## src/rtl/rv32i_pkg.sv

```systemverilog
// Shared RV32I front-end definitions: default boot address, fetch buffer depth,
// the buffered fetch entry layout and the fetch FSM states.
package rv32i_pkg;

   localparam logic [31:0] DEFAULT_BOOT_ADDR = 32'h0000_0000;
   localparam int          FETCH_FIFO_DEPTH  = 4;

   typedef struct packed {
      logic [31:0] pc;
      logic [31:0] instr;
   } fetch_entry_t;

   typedef enum logic {
      FETCH_BOOT,
      FETCH_RUN
   } fetch_state_e;

endpackage

```

## src/rtl/rv32i_fetch_fifo.sv

```systemverilog
// Synchronous instruction buffer between imem responses and decode.
// Clear wins over push/pop; push into a full buffer is allowed when the head pops.
module rv32i_fetch_fifo
   import rv32i_pkg::*;
#(
   parameter int DEPTH = FETCH_FIFO_DEPTH
) (
   input  logic                     clk_i,
   input  logic                     rst_i,
   input  logic                     push_i,
   input  fetch_entry_t             data_i,
   input  logic                     pop_i,
   input  logic                     clear_i,
   output fetch_entry_t             data_o,
   output logic [$clog2(DEPTH):0]   count_o,
   output logic                     full_o,
   output logic                     empty_o
);

   localparam int AW = $clog2(DEPTH);
   localparam int CW = AW + 1;

   fetch_entry_t  mem [DEPTH];
   logic [AW-1:0] wr_ptr_q;
   logic [AW-1:0] rd_ptr_q;
   logic [CW-1:0] count_q;
   logic          do_push;
   logic          do_pop;

   assign full_o  = (count_q == CW'(DEPTH));
   assign empty_o = (count_q == '0);
   assign do_pop  = pop_i && !empty_o;
   assign do_push = push_i && (!full_o || do_pop);
   assign data_o  = mem[rd_ptr_q];
   assign count_o = count_q;

   always_ff @(posedge clk_i or posedge rst_i) begin
      if (rst_i) begin
         wr_ptr_q <= '0;
         rd_ptr_q <= '0;
         count_q  <= '0;
         for (int i = 0; i < DEPTH; i++) begin
            mem[i] <= '0;
         end
      end else if (clear_i) begin
         wr_ptr_q <= '0;
         rd_ptr_q <= '0;
         count_q  <= '0;
      end else begin
         if (do_push) begin
            mem[wr_ptr_q] <= data_i;
            wr_ptr_q      <= wr_ptr_q + AW'(1);
         end
         if (do_pop) begin
            rd_ptr_q <= rd_ptr_q + AW'(1);
         end
         count_q <= count_q + CW'(do_push) - CW'(do_pop);
      end
   end

endmodule

```

## src/rtl/rv32i_fetch_unit.sv

```systemverilog
// RV32I instruction fetch: credit-limited imem requests, in-order response tagging,
// flush redirection with discard of stale responses, and a decode-side buffer.
module rv32i_fetch_unit
   import rv32i_pkg::*;
#(
   parameter logic [31:0] BOOT_ADDR  = DEFAULT_BOOT_ADDR,
   parameter int          FIFO_DEPTH = FETCH_FIFO_DEPTH
) (
   input  logic        clk_i,
   input  logic        rst_i,
   output logic        instr_req_o,
   input  logic        instr_gnt_i,
   output logic [31:0] instr_addr_o,
   input  logic        instr_rvalid_i,
   input  logic [31:0] instr_rdata_i,
   input  logic        flush_i,
   input  logic [31:0] flush_pc_i,
   input  logic        halt_i,
   output logic        fetch_valid_o,
   input  logic        fetch_ready_i,
   output logic [31:0] fetch_instr_o,
   output logic [31:0] fetch_pc_o
);

   localparam int CW = $clog2(FIFO_DEPTH) + 1;
   localparam int DW = CW + 1;

   fetch_state_e  state_q, state_d;
   logic [31:0]   addr_q;
   logic [31:0]   resp_pc_q;
   logic [31:0]   flush_target;
   logic          req_hold_q;
   logic          armed_q;
   logic [CW-1:0] outstanding_q;
   logic [CW-1:0] fifo_count;
   logic [DW-1:0] discard_q;
   logic          credit_ok;
   logic          grant;
   logic          flush_grant;
   logic          discard_resp;
   logic          live_resp;
   logic          pop;
   logic          fifo_empty;
   logic          fifo_full;
   fetch_entry_t  push_entry;
   fetch_entry_t  head_entry;

   always_ff @(posedge clk_i or posedge rst_i) begin
      if (rst_i) begin
         state_q <= FETCH_BOOT;
      end else begin
         state_q <= state_d;
      end
   end

   always_comb begin
      state_d = state_q;
      case (state_q)
         FETCH_BOOT: state_d = FETCH_RUN;
         FETCH_RUN:  state_d = FETCH_RUN;
      endcase
   end

   // Credit covers buffered entries plus live in-flight requests, so every live response fits.
   assign credit_ok    = ({1'b0, fifo_count} + {1'b0, outstanding_q}) < (CW + 1)'(FIFO_DEPTH);
   assign instr_req_o  = (state_q == FETCH_RUN) && !flush_i && (req_hold_q || (!halt_i && credit_ok));
   assign instr_addr_o = addr_q;
   assign flush_target = flush_pc_i & 32'hFFFF_FFFC;

   assign grant        = instr_req_o && instr_gnt_i;
   assign flush_grant  = flush_i && instr_gnt_i && req_hold_q;
   assign discard_resp = instr_rvalid_i && (discard_q != '0);
   assign live_resp    = instr_rvalid_i && (discard_q == '0) && (outstanding_q != '0);
   assign pop          = fetch_valid_o && fetch_ready_i && !flush_i;
   assign push_entry   = '{pc: resp_pc_q, instr: instr_rdata_i};

   // A flush converts every live transaction into one whose response must be dropped.
   always_ff @(posedge clk_i or posedge rst_i) begin
      if (rst_i) begin
         addr_q        <= BOOT_ADDR;
         resp_pc_q     <= BOOT_ADDR;
         req_hold_q    <= 1'b0;
         armed_q       <= 1'b0;
         outstanding_q <= '0;
         discard_q     <= '0;
      end else if (flush_i) begin
         addr_q        <= flush_target;
         resp_pc_q     <= flush_target;
         req_hold_q    <= 1'b0;
         armed_q       <= armed_q | flush_grant;
         outstanding_q <= '0;
         discard_q     <= discard_q - DW'(discard_resp) + DW'(outstanding_q)
                          - DW'(live_resp) + DW'(flush_grant);
      end else begin
         if (grant) begin
            addr_q  <= addr_q + 32'd4;
            armed_q <= 1'b1;
         end
         if (live_resp) begin
            resp_pc_q <= resp_pc_q + 32'd4;
         end
         req_hold_q    <= instr_req_o && !instr_gnt_i;
         outstanding_q <= outstanding_q + CW'(grant) - CW'(live_resp);
         discard_q     <= discard_q - DW'(discard_resp);
      end
   end

   rv32i_fetch_fifo #(
      .DEPTH (FIFO_DEPTH)
   ) u_fifo (
      .clk_i   (clk_i),
      .rst_i   (rst_i),
      .push_i  (live_resp && !flush_i),
      .data_i  (push_entry),
      .pop_i   (pop),
      .clear_i (flush_i),
      .data_o  (head_entry),
      .count_o (fifo_count),
      .full_o  (fifo_full),
      .empty_o (fifo_empty)
   );

   assign fetch_valid_o = !fifo_empty;
   assign fetch_instr_o = head_entry.instr;
   assign fetch_pc_o    = head_entry.pc;

   // Responses before the first grant since reset belong to abandoned transactions.
   always_ff @(posedge clk_i) begin
      if (!rst_i) begin
         assert (!(instr_rvalid_i && armed_q && outstanding_q == '0 && discard_q == '0));
         assert (!(live_resp && !flush_i && fifo_full && !pop));
      end
   end

endmodule

```

## config.mk

```make
export PLATFORM = sky130hd
export DESIGN_NAME = rv32i_fetch_unit
export DESIGN_NICKNAME = d
export VERILOG_FILES = /design/src/rtl/rv32i_pkg.sv /design/src/rtl/rv32i_fetch_fifo.sv /design/src/rtl/rv32i_fetch_unit.sv
export SDC_FILE = /design/constraint.sdc
export NUM_CORES = 1
export LEC_CHECK = 0
export BUFFER_PORTS_ARGS = -buffer_cell sky130_fd_sc_hd__buf_4
export CORE_ASPECT_RATIO = 1.2
export CORE_MARGIN = 10
export CORE_UTILIZATION = 40
export DETAILED_ROUTE_END_ITERATION = 16
export SYNTH_ARGS = -nofsm -noshare
export SYNTH_HDL_FRONTEND = slang
export SYNTH_SLANG_ARGS = --single-unit
export TNS_END_PERCENT = 1
```

## constraint.sdc

```tcl
create_clock -name clk_i -period 20.9 [get_ports clk_i]
set_input_delay 3.135 -clock clk_i [delete_from_list [all_inputs] [get_ports clk_i]]
set_output_delay 3.135 -clock clk_i [all_outputs]
set_load 0.05 [all_outputs]
```

==> summary.txt, run 1 <==
Run status
  • Status: finished, final reports clean

Clock network
  • Worst-path clk slew: 0.05 ns
  • Post-CTS Hold Buffers: 0
  • Max Buffers Root-to-Sink: 3
  • PostCTS Resize Cnt: 0
  • Clk sinks: between 300 and 400
  • Worst skew pair latency: 0.53 ns
  • Setup Buffers After CTS: 0
  • Htree depth: 2
  • Total CTS buffers: 37
  • CTS tree: built
  • Clock root cell: clkbuf_16

Die
  • DIE HEIGHT: roughly 230 um
  • Die X-Extent: 198.5 um
  • Top Ports: ~170
  • Core area: roughly 38000 sq um
  • Starting Density: 40.50%
  • Die area: 46500 sq um
  • Row count: 78

STA
  • Final-report max-slew violation count: 0
  • Fin. Hold Viols: 0
  • Max Fclk: 139.9 MHz
  • RSZ-0062 raised after global routing: false
  • Final setup viols: 0
  • Setup TNS: 0 ns
  • Clock Skew: approximately 0.024 ns
  • Rel. slew slack: 27.20%
  • Fin crit share: about a third
  • Worst-Margin Slew: 1.092 ns
  • Hold_ws: 0.4968 ns
  • Tmin final: 7.147 ns

Detailed routing
  • Residual DRC count: 0
  • Routed Antenna Nets: 0
  • Initial DRC Count: 339
  • Via/cell ratio: about 5.3
  • Routed via count: ~9000
  • Routed wire length per instance: about 20 um
  • Total Routed Length: 35.26 mm
  • First drt pass iteration count: 4

Synthesis
  • Most used standard cell by instance count after synthesis: dfrtp_1
  • Syn_area_per_cell: roughly 14 sq um
  • Largest area contributor in the netlist: dfrtp_1
  • Post-synth EDFFs: 0
  • Ys async rst share: 100.0%
  • Synth area leaders: dfrtp_1 (53%), mux2_2 (20%), mux4_2 (9.1%)
  • Yosys warns: 0
  • Mapped Cells: 1082
  • Post-synth top area share: 53.00%
  • Synth unique cells: 53
  • Top cells by count, synth: dfrtp_1 (324), mux2_2 (269), mux4_2 (62), nor2_1 (31), inv_1 (29)
  • Seq/Total Area, Yosys: 53.00%
  • Register bit total from synthesis: 324
  • Ys flop type: dfrtp_1
  • Mapped cell area: 15300 sq um

Setup path
  • Critical path required time: about 18 ns
  • CP Data Arrival Time: approximately 4.0 ns
  • Crit path max fanout: 5
  • Reg-to-Reg Start: discard_q[2]
  • CP Launch Type: primary input
  • CP endpoint kind: primary output
  • CP startpoint: halt_i
  • Kind of critical path: in -> out

Place
  • Gpl congestion: 0.7993
  • Post-DP HPWL: 22.39 mm
  • IO Port Bufs: roughly 160
  • # placed instances: 1667

GRT
  • Total track usage: 15.31%
  • Vias in the first global route: between 9000 and 10000
  • First-pass GRT wire length: 56.35 mm
  • Total grt overflow: 0
  • Largest net degree at the start of global routing: around 120
  • Initial antenna violation count: 0

Final layout
  • ANT cells: 0
  • Layout area overhead: 18.09%
  • Final net count: 1320
  • Fill count: approximately 3400
  • Final non-filler cell total: approximately 1700
  • Share of cells above drive strength 1: roughly 46%

Flow run
  • Max-cap violations: 0

Hold path
  • Hold Path Class: reg -> reg
  • Start point of the worst hold path: u_fifo.mem[64]

Power
  • Worst vdd ir: 0.05145 mV
  • Cell Pwr Density: 93.04 nW/um^2
  • Leakage power: 8.679 nW
[state kept, by name (all words and copies together) (netlist names)]
| signal | count |
|---|---|
| req_hold_q | 1 |
| u_fifo.mem | 248 |
| instr_addr_o | 30 |
| u_fifo.wr_ptr_q | 2 |
| resp_pc_q | 30 |
| outstanding_q | 3 |
| discard_q | 4 |
| u_fifo.count_o | 3 |
| state_q | 1 |
| u_fifo.rd_ptr_q | 2 |
[routing by layer]
| layer | part of all wire, % | global-route usage [%] | vias to the layer above |
|---|---|---|---|
| li1 | - | - | 4247 |
| met1 | 45 | 20.09 | 4754 |
| met5 | 0 | 0 | - |
| met2 | 48 | 24.91 | 179 |
| met3 | 5.0 | 3.557 | 47 |
| met4 | 2.1 | 4.369 | 0 |
[where the power goes]
group          internal [mW]  leakage [nW]  switching (mW)  total [mW]
registers              0.663          4.35          0.0530       0.716
clock network          0.384         0.594           0.258       0.641
logic                  0.135          3.74           0.189       0.324
[layout by cell type (no fill, tap or decap), drive strengths merged, types with 2 or more instances in the layout]
cell,n
and4,7
nand2b,10
nand4,9
xnor2,25
or4,5
fa,4
buf,171
inv,32
clkbuf,53
nand3,24
and2,4
ha,19
a21boi,7
mux2,269
bufinv,2
nand2,32
a21oi,11
xor2,21
dfrtp,324
nor2b,3
nor2,31
mux2i,6
and3,5
o21a,9
nor4,13
nor3,24
o21ai,11
clkinvlp,2
mux4,62
clkinv,7
a31oi,10
o31a,15
or3,11
o2111ai,3
conb,5
[metrics by stage]
stage | instance area (sq um) | setup WS (ns) | total power, mW | utilization (%)
after global routing | 18060 | 13.63 | 1.761 | 47.83
after CTS | 18060 | 13.75 | 1.713 | 47.83
after global placement | 16860 | 13.75 | 1.054 | 44.63
after detailed placement | 16860 | 13.77 | 1.058 | 44.63
after floorplan | 15310 | 8.795 | 0.9572 | -
final | 18060 | 13.75 | 1.681 | 47.83
[cell families after synthesis]
group,share of synthesized area [%]
other cells,0.04909
buf+inv,3.157
fa+ha+maj,2.078
compound gates,3.051
simple gates,6.707
flops,53.00
mux,29.32
xor+xnor,2.634
[critical path, cell delays in order]
cell	delay, ns
buf_4	0.12
nor4_4	0.24
nor2_1	0.10
nor3_1	0.18
buf_4	0.24
[final timing paths]
check / endpoint / slack (ns) / cells after the start
setup / recovery: instr_req_o / 13.75 / 5
hold / removal: u_fifo.mem[64] / 0.50 / 1
setup reg to reg: u_fifo.mem[223] / 17.69 / 5
hold reg to reg: u_fifo.mem[64] / 0.50 / 1
max in group asynchronous: u_fifo.mem[95] / 15.66 / 4
min in group asynchronous: u_fifo.mem[197] / 2.74 / 2
[area by class of cell]
class	count	area [sq um]	area share [%]
Sequential cell	324	8115	44.92
Multi-Input combinational cell	662	6738	37.30
Timing Repair Buffer	171	1284	7.106
Clock buffer	53	1076	5.957
Tap cell	480	600.6	3.325
Clock inverter	13	131.4	0.7272
Inverter	30	120.1	0.6649
Note: power is estimated with default switching activity, not from simulation.
==> inputs of run 2 (changes only) <==
--- a/config.mk
+++ b/config.mk
@@ -5,6 +5,7 @@
 export SDC_FILE = /design/constraint.sdc
 export NUM_CORES = 1
 export LEC_CHECK = 0
+export ABC_AREA = 1
 export BUFFER_PORTS_ARGS = -buffer_cell sky130_fd_sc_hd__buf_4
 export CORE_ASPECT_RATIO = 1.2
 export CORE_MARGIN = 10
==> constraint.sdc (replaced) <==
create_clock -name clk_i -period 7 [get_ports clk_i]
set_input_delay 1.05 -clock clk_i [delete_from_list [all_inputs] [get_ports clk_i]]
set_output_delay 1.05 -clock clk_i [all_outputs]
set_load 0.05 [all_outputs]
==> summary.txt, run 2 <==
Final layout
  • Share of cells above drive strength 1: roughly 11%
  • Final net count: 2442
  • Max reg flops: 248
  • Commonest non-fill, non-tap cell in the layout: nand2_1
  • Fill count: 4251
  • Most flops, register: u_fifo.mem
  • Most frequent cells in the layout: nand2_1 (803), dfrtp_1 (322), o21ai_0 (311)
  • Layout area overhead: 15.50%
  • ANT cells: 0

STA
  • Fin. Hold Viols: 0
  • Rel. slew slack: 21.58%
  • Worst-Margin Slew: between 1 and 1.5 ns
  • Final setup viols: 0
  • Fin crit share: 65.52%
  • RSZ-0062 raised after global routing: false
  • Final-report max-slew violation count: 0
  • Max Fclk: between 200 and 250 MHz
  • Clock Skew: 0.02857 ns
  • Tmin final: 4.586 ns
  • Setup TNS: 0 ns

Synthesis
  • Synth area leaders: dfrtp_1 (48%), nand2_1 (18%), o21ai_0 (9.1%)
  • Largest area contributor in the netlist: dfrtp_1
  • Compound-gate portion of the synthesized area: 16.43%
  • Adder-cell share of the synthesized area: 1.868%
  • Largest family of logic cells by synthesized area: simple AND/OR/NAND/NOR gates
  • Post-synth EDFFs: 0
  • Post-synthesis mux area share: less than 1%
  • Most used standard cell by instance count after synthesis: nand2_1
  • Mapped Cells: 2279
  • Ys async rst share: 100.0%
  • Simple-gate area share of the yosys netlist: 26.13%
  • Post-synth top area share: 47.66%
  • Syn_area_per_cell: around 7.5 sq um
  • Register bit total from synthesis: 324
  • Ys flop type: dfrtp_1
  • Yosys warns: 0
  • Mapped cell area: 17010 sq um
  • Synth unique cells: 39
  • Top cells by count, synth: nand2_1 (803), dfrtp_1 (324), o21ai_0 (311), nor2_1 (231), o21ai_1 (103)
  • Seq/Total Area, Yosys: 47.66%
  • Post-synthesis xor/xnor area fraction: under 10%

Detailed routing
  • First drt pass iteration count: 5
  • WL met3: 3.532 mm
  • Initial DRC Count: 1302
  • Max layer used: met4
  • Total Routed Length: 53.18 mm
  • Routed via count: 15560
  • Routed wire length per instance: 18.19 um
  • Routed Antenna Nets: 0
  • Residual DRC count: 0
  • M1 wire length: 22.82 mm
  • Via/cell ratio: 5.323
  • Met2 Wirelength: 25.39 mm

Clock network
  • Worst-path clk slew: 0.06 ns
  • Htree depth: 2
  • Worst skew pair latency: 0.55 ns
  • Total CTS buffers: 38
  • Clock root cell: clkbuf_16
  • CTS tree: built
  • Clk sinks: 324
  • Max Buffers Root-to-Sink: 3
  • Setup Buffers After CTS: 0
  • Post-CTS Hold Buffers: 0
  • PostCTS Resize Cnt: 0

Setup path
  • CP Launch Type: flip-flop
  • CP endpoint kind: primary output
  • CP max stage cell: buf_4
  • Top cell family by delay on the critical path: buffers and inverters
  • Crit-path cells: clkinv_2, buf_4, o21ai_0, o22ai_1, buf_4
  • Worst path max stage delay: 0.83 ns
  • Crit path max fanout: 82
  • Critical path required time: 5.95 ns
  • Kind of critical path: reg -> out
  • CP Data Arrival Time: 3.54 ns
  • Worst path most repeated cell: buf_4
  • WP buf/inv: 3

GRT
  • Vias in the first global route: 15341
  • First-pass GRT wire length: approximately 85 mm
  • Largest net degree at the start of global routing: approximately 170
  • Total track usage: about 20%
  • Initial antenna violation count: 0
  • Total grt overflow: 0

Die
  • DIE HEIGHT: 245.9 um
  • Starting Density: 40.64%
  • Die area: 51210 sq um
  • Die X-Extent: between 200 and 250 um
  • Row count: 82
  • Core area: 41860 sq um
  • Top Ports: 169

Power
  • Cell Pwr Density: 330.6 nW/um^2
  • Pwr Total: approximately 6.5 mW
  • Leakage power: 10.44 nW
  • Worst vdd ir: 0.2739 mV

Flow run
  • Max-cap violations: 0

Place
  • Post-DP HPWL: ~31 mm
  • Gpl congestion: 0.8882
  • IO Port Bufs: between 150 and 200

Hold path
  • Hold Path Class: reg -> reg

Run status
  • Status: finished, final reports clean
[run 2: changes by cell type after synthesis, moves of 65 or more]
cell / before / now
clkbuf_1: 26 / 94
inv_1: 29 / 94
mux2_2: 269 / 0
nand2_1: 27 / 803
nor2_1: 31 / 231
o21ai_0: 11 / 311
o21ai_1: 0 / 103
[run 2: path summary, 6_finish.rpt]
check | startpoint | slack, ns | to | depth (start not counted)
min in group asynchronous | rst_i | 0.65 | u_fifo.mem[208] | 2
setup / recovery | u_fifo.rd_ptr_q[0] | 2.41 | fetch_pc_o[11] | 5
setup reg to reg | outstanding_q[1] | 3.22 | u_fifo.mem[248] | 11
max in group asynchronous | rst_i | 5.03 | resp_pc_q[31] | 3
hold reg to reg | u_fifo.mem[171] | 0.47 | u_fifo.mem[171] | 2
hold / removal | u_fifo.mem[171] | 0.47 | u_fifo.mem[171] | 2
[run 2: worst min-delay path: stages, from the launching register on]
cell and delay, ns:
dfrtp_1 0.33, o21ai_1 0.06, nand2_1 0.05
[run 2: cells by family after synthesis]
logic type / after synthesis
AOI/OAI and AO/OA: 532
buffers and inverters: 254
other: 2
adders and majority gates: 23
DFF: 324
muxes: 2
and+or+nand+nor: 1122
xor gates and xnor gates: 20
[run 2: power by group]
group	switching (mW)	total, mW	internal (mW)
registers	0.174	2.19	2.02
logic	1.56	2.21	0.643
clock network	0.827	2.09	1.27
[run 2: per-stage QoR]
step | std cells | area (sq um) | hold slack, ns | utilization [%] | setup slack (ns)
2_1_floorplan | 2282 | 17030 | 0.4412 | - | 1.627
3_3_place_gp | 2854 | 18330 | 0.4568 | 43.78 | 2.608
3_5_place_dp | 2854 | 18330 | 0.4633 | 43.78 | 2.583
4_1_cts | 2923 | 19650 | 0.4768 | 46.94 | 2.391
5_1_grt | 2923 | 19650 | 0.4886 | 46.94 | 2.281
6_report | 2923 | 19650 | 0.4724 | 46.94 | 2.414
[run 2: area by class of cell]
class / instances / area, sq um / area share [%]
clock buffers: 49 / 1064 / 5.413
clock inverters: 20 / 259.0 / 1.318
inverters: 103 / 391.6 / 1.993
multi-input cells: 1704 / 7785 / 39.62
flip-flops and latches: 324 / 8113 / 41.29
well taps: 546 / 683.2 / 3.477
repair buffers: 177 / 1354 / 6.890
[run 2: routing by layer]
| metal | global-route usage (%) | vias up |
|---|---|---|
| met3 | 3.354 | 93 |
| met2 | 34.05 | 495 |
| met4 | 6.763 | 0 |
| li1 | - | 7522 |
| met1 | 26.12 | 7450 |
| met5 | 0 | - |
==> inputs of run 3 (changes only) <==
==> constraint.sdc (replaced) <==
create_clock -name clk_i -period 4.2 [get_ports clk_i]
set_input_delay 0.63 -clock clk_i [delete_from_list [all_inputs] [get_ports clk_i]]
set_output_delay 0.63 -clock clk_i [all_outputs]
set_load 0.05 [all_outputs]
==> summary.txt, run 3 (synthesis results as in run 2) <==
GRT
  • Largest net degree at the start of global routing: 128
  • Total track usage: 20.23%
  • Total grt overflow: 0
  • First-pass GRT wire length: 84.64 mm
  • Initial antenna violation count: 0
  • Vias in the first global route: between 15000 and 20000

Place
  • Placement Cell Area: 18550 sq um
  • Gpl congestion: ~0.90
  • Pre-CTS WS: about 1.2 ns
  • Post-DP HPWL: 33.43 mm
  • # placed instances: 2872
  • IO Port Bufs: 162

Setup path
  • R2r endpoint: u_fifo.count_o[2]
  • Kind of critical path: reg -> out
  • Crit path max fanout: 48
  • Critical path required time: 3.57 ns
  • CP Launch Type: flip-flop
  • Reg-to-Reg Start: outstanding_q[1]
  • Worst R2R Path Depth: 13
  • CP endpoint kind: primary output
  • CP Data Arrival Time: 2.74 ns
  • CP startpoint: u_fifo.rd_ptr_q[1]
  • Critical path destination: fetch_pc_o[13]
  • R2R Setup Slk: 1.46 ns

Final layout
  • Final non-filler cell total: between 2000 and 3000
  • Post-layout utilization of the core: 47.24%
  • Most flops, register: u_fifo.mem
  • Final net count: 2459
  • ANT cells: 0
  • Finished Cell Area: 19780 sq um
  • Max reg flops: 248
  • Layout area overhead: 16.25%
  • Share of cells above drive strength 1: 11.63%
  • Commonest non-fill, non-tap cell in the layout: nand2_1
  • Most frequent cells in the layout: nand2_1 (803), dfrtp_1 (322), o21ai_0 (311)

Detailed routing
  • Initial DRC Count: roughly 950
  • Max layer used: met4
  • M1 wire length: 23.05 mm
  • WL met3: ~2.8 mm
  • Routed Antenna Nets: 0
  • Routed via count: 15451
  • Met2 Wirelength: 25.73 mm
  • Via/cell ratio: 5.261
  • Residual DRC count: 0
  • First drt pass iteration count: 5
  • Routed wire length per instance: 18.12 um
  • Total Routed Length: 53.22 mm

Power
  • Comb power frac: 35.1%
  • Clock Power Share: 31.0%
  • Sw power: ~4.2 mW
  • Sw Ratio: 39.49%
  • Cell Pwr Density: 539.4 nW/um^2
  • Worst vdd ir: just over 0.4 mV
  • Pint: about 6.5 mW
  • Leakage power: 10.50 nW
  • Reg power frac: 33.9%

STA
  • Worst-Margin Slew: 1.069 ns
  • RSZ-0062 raised after global routing: false
  • Rel. slew slack: 28.74%
  • Final worst slack: approximately 0.83 ns
  • Max Fclk: 296.3 MHz
  • Fin crit share: between 80% and 90%
  • Setup TNS: 0 ns
  • Clock Skew: 0.01692 ns
  • Tmin final: approximately 3.4 ns
  • Final setup viols: 0
  • Fin. Hold Viols: 0
  • Final-report max-slew violation count: 0

Clock network
  • Max Buffers Root-to-Sink: 3
  • CTS tree: built
  • Htree depth: 2
  • Clk sinks: 324
  • Post-CTS Hold Buffers: 0
  • Worst skew pair latency: 0.53 ns
  • Setup Buffers After CTS: 0
  • PostCTS Resize Cnt: 0
  • Worst-path clk slew: ~0.06 ns
  • Total CTS buffers: 37
  • Clock root cell: clkbuf_16

Die
  • Top Ports: 169
  • Die area: 51210 sq um
  • Row count: 82
  • Die X-Extent: ~210 um
  • DIE HEIGHT: 245.9 um
  • Core area: 41860 sq um
  • Starting Density: about 41%

Hold path
  • Hold Path Class: in -> async

Flow run
  • Max-cap violations: 0

Run status
  • Status: finished, final reports clean
## run 3: worst max-delay path, stage by stage, from the launching register on
cell and delay (ns):
dfrtp_2 0.80, inv_2 0.17, buf_4 0.48, o21ai_0 0.17
o22ai_1 0.30, buf_4 0.27
## run 3: worst min path at each step
stage / cells past startpoint / from / slack [ns] / endpoint
finish: 2 / rst_i / 0.05 / u_fifo.mem[152]
global route: 2 / rst_i / 0.04 / u_fifo.mem[152]
CTS: 2 / rst_i / 0.04 / u_fifo.mem[152]
detailed placement: 2 / u_fifo.mem[130] / 0.46 / u_fifo.mem[130]
global placement: 2 / u_fifo.mem[187] / 0.46 / u_fifo.mem[187]
floorplan: 2 / u_fifo.mem[128] / 0.44 / u_fifo.mem[128]
## run 3: power groups by stage
stage | clock [mW] | combinational, mW | sequential, mW
after global placement | 0 | 3.74 | 3.66
after global routing | 3.51 | 4.04 | 3.65
after CTS | 3.39 | 3.79 | 3.61
final | 3.31 | 3.74 | 3.62
after detailed placement | 0 | 3.78 | 3.67
after floorplan | 0 | 2.52 | 3.71
## run 3: layout make-up
class / count / area, sq um
Clock buffer: 53 / 1056
Clock inverter: 12 / 171.4
Fill cell: 4254 / 22080
Inverter: 103 / 391.6
Multi-Input combinational cell: 1704 / 7785
Sequential cell: 324 / 8113
Tap cell: 546 / 683.2
Timing Repair Buffer: 195 / 1577
## run 3: through the flow
stage,power [mW],hold WS (ns)
2_1_floorplan,6.227,0.4412
3_3_place_gp,7.403,0.4562
3_5_place_dp,7.445,0.4632
4_1_cts,10.79,0.03598
5_1_grt,11.20,0.04272
6_report,10.67,0.04865
## run 3: layer usage
metal / global-route usage [%] / vias up
li1: - / 7553
met5: 0 / -
met3: 3.150 / 93
met2: 34.39 / 423
met4: 7.126 / 0
met1: 25.58 / 7382
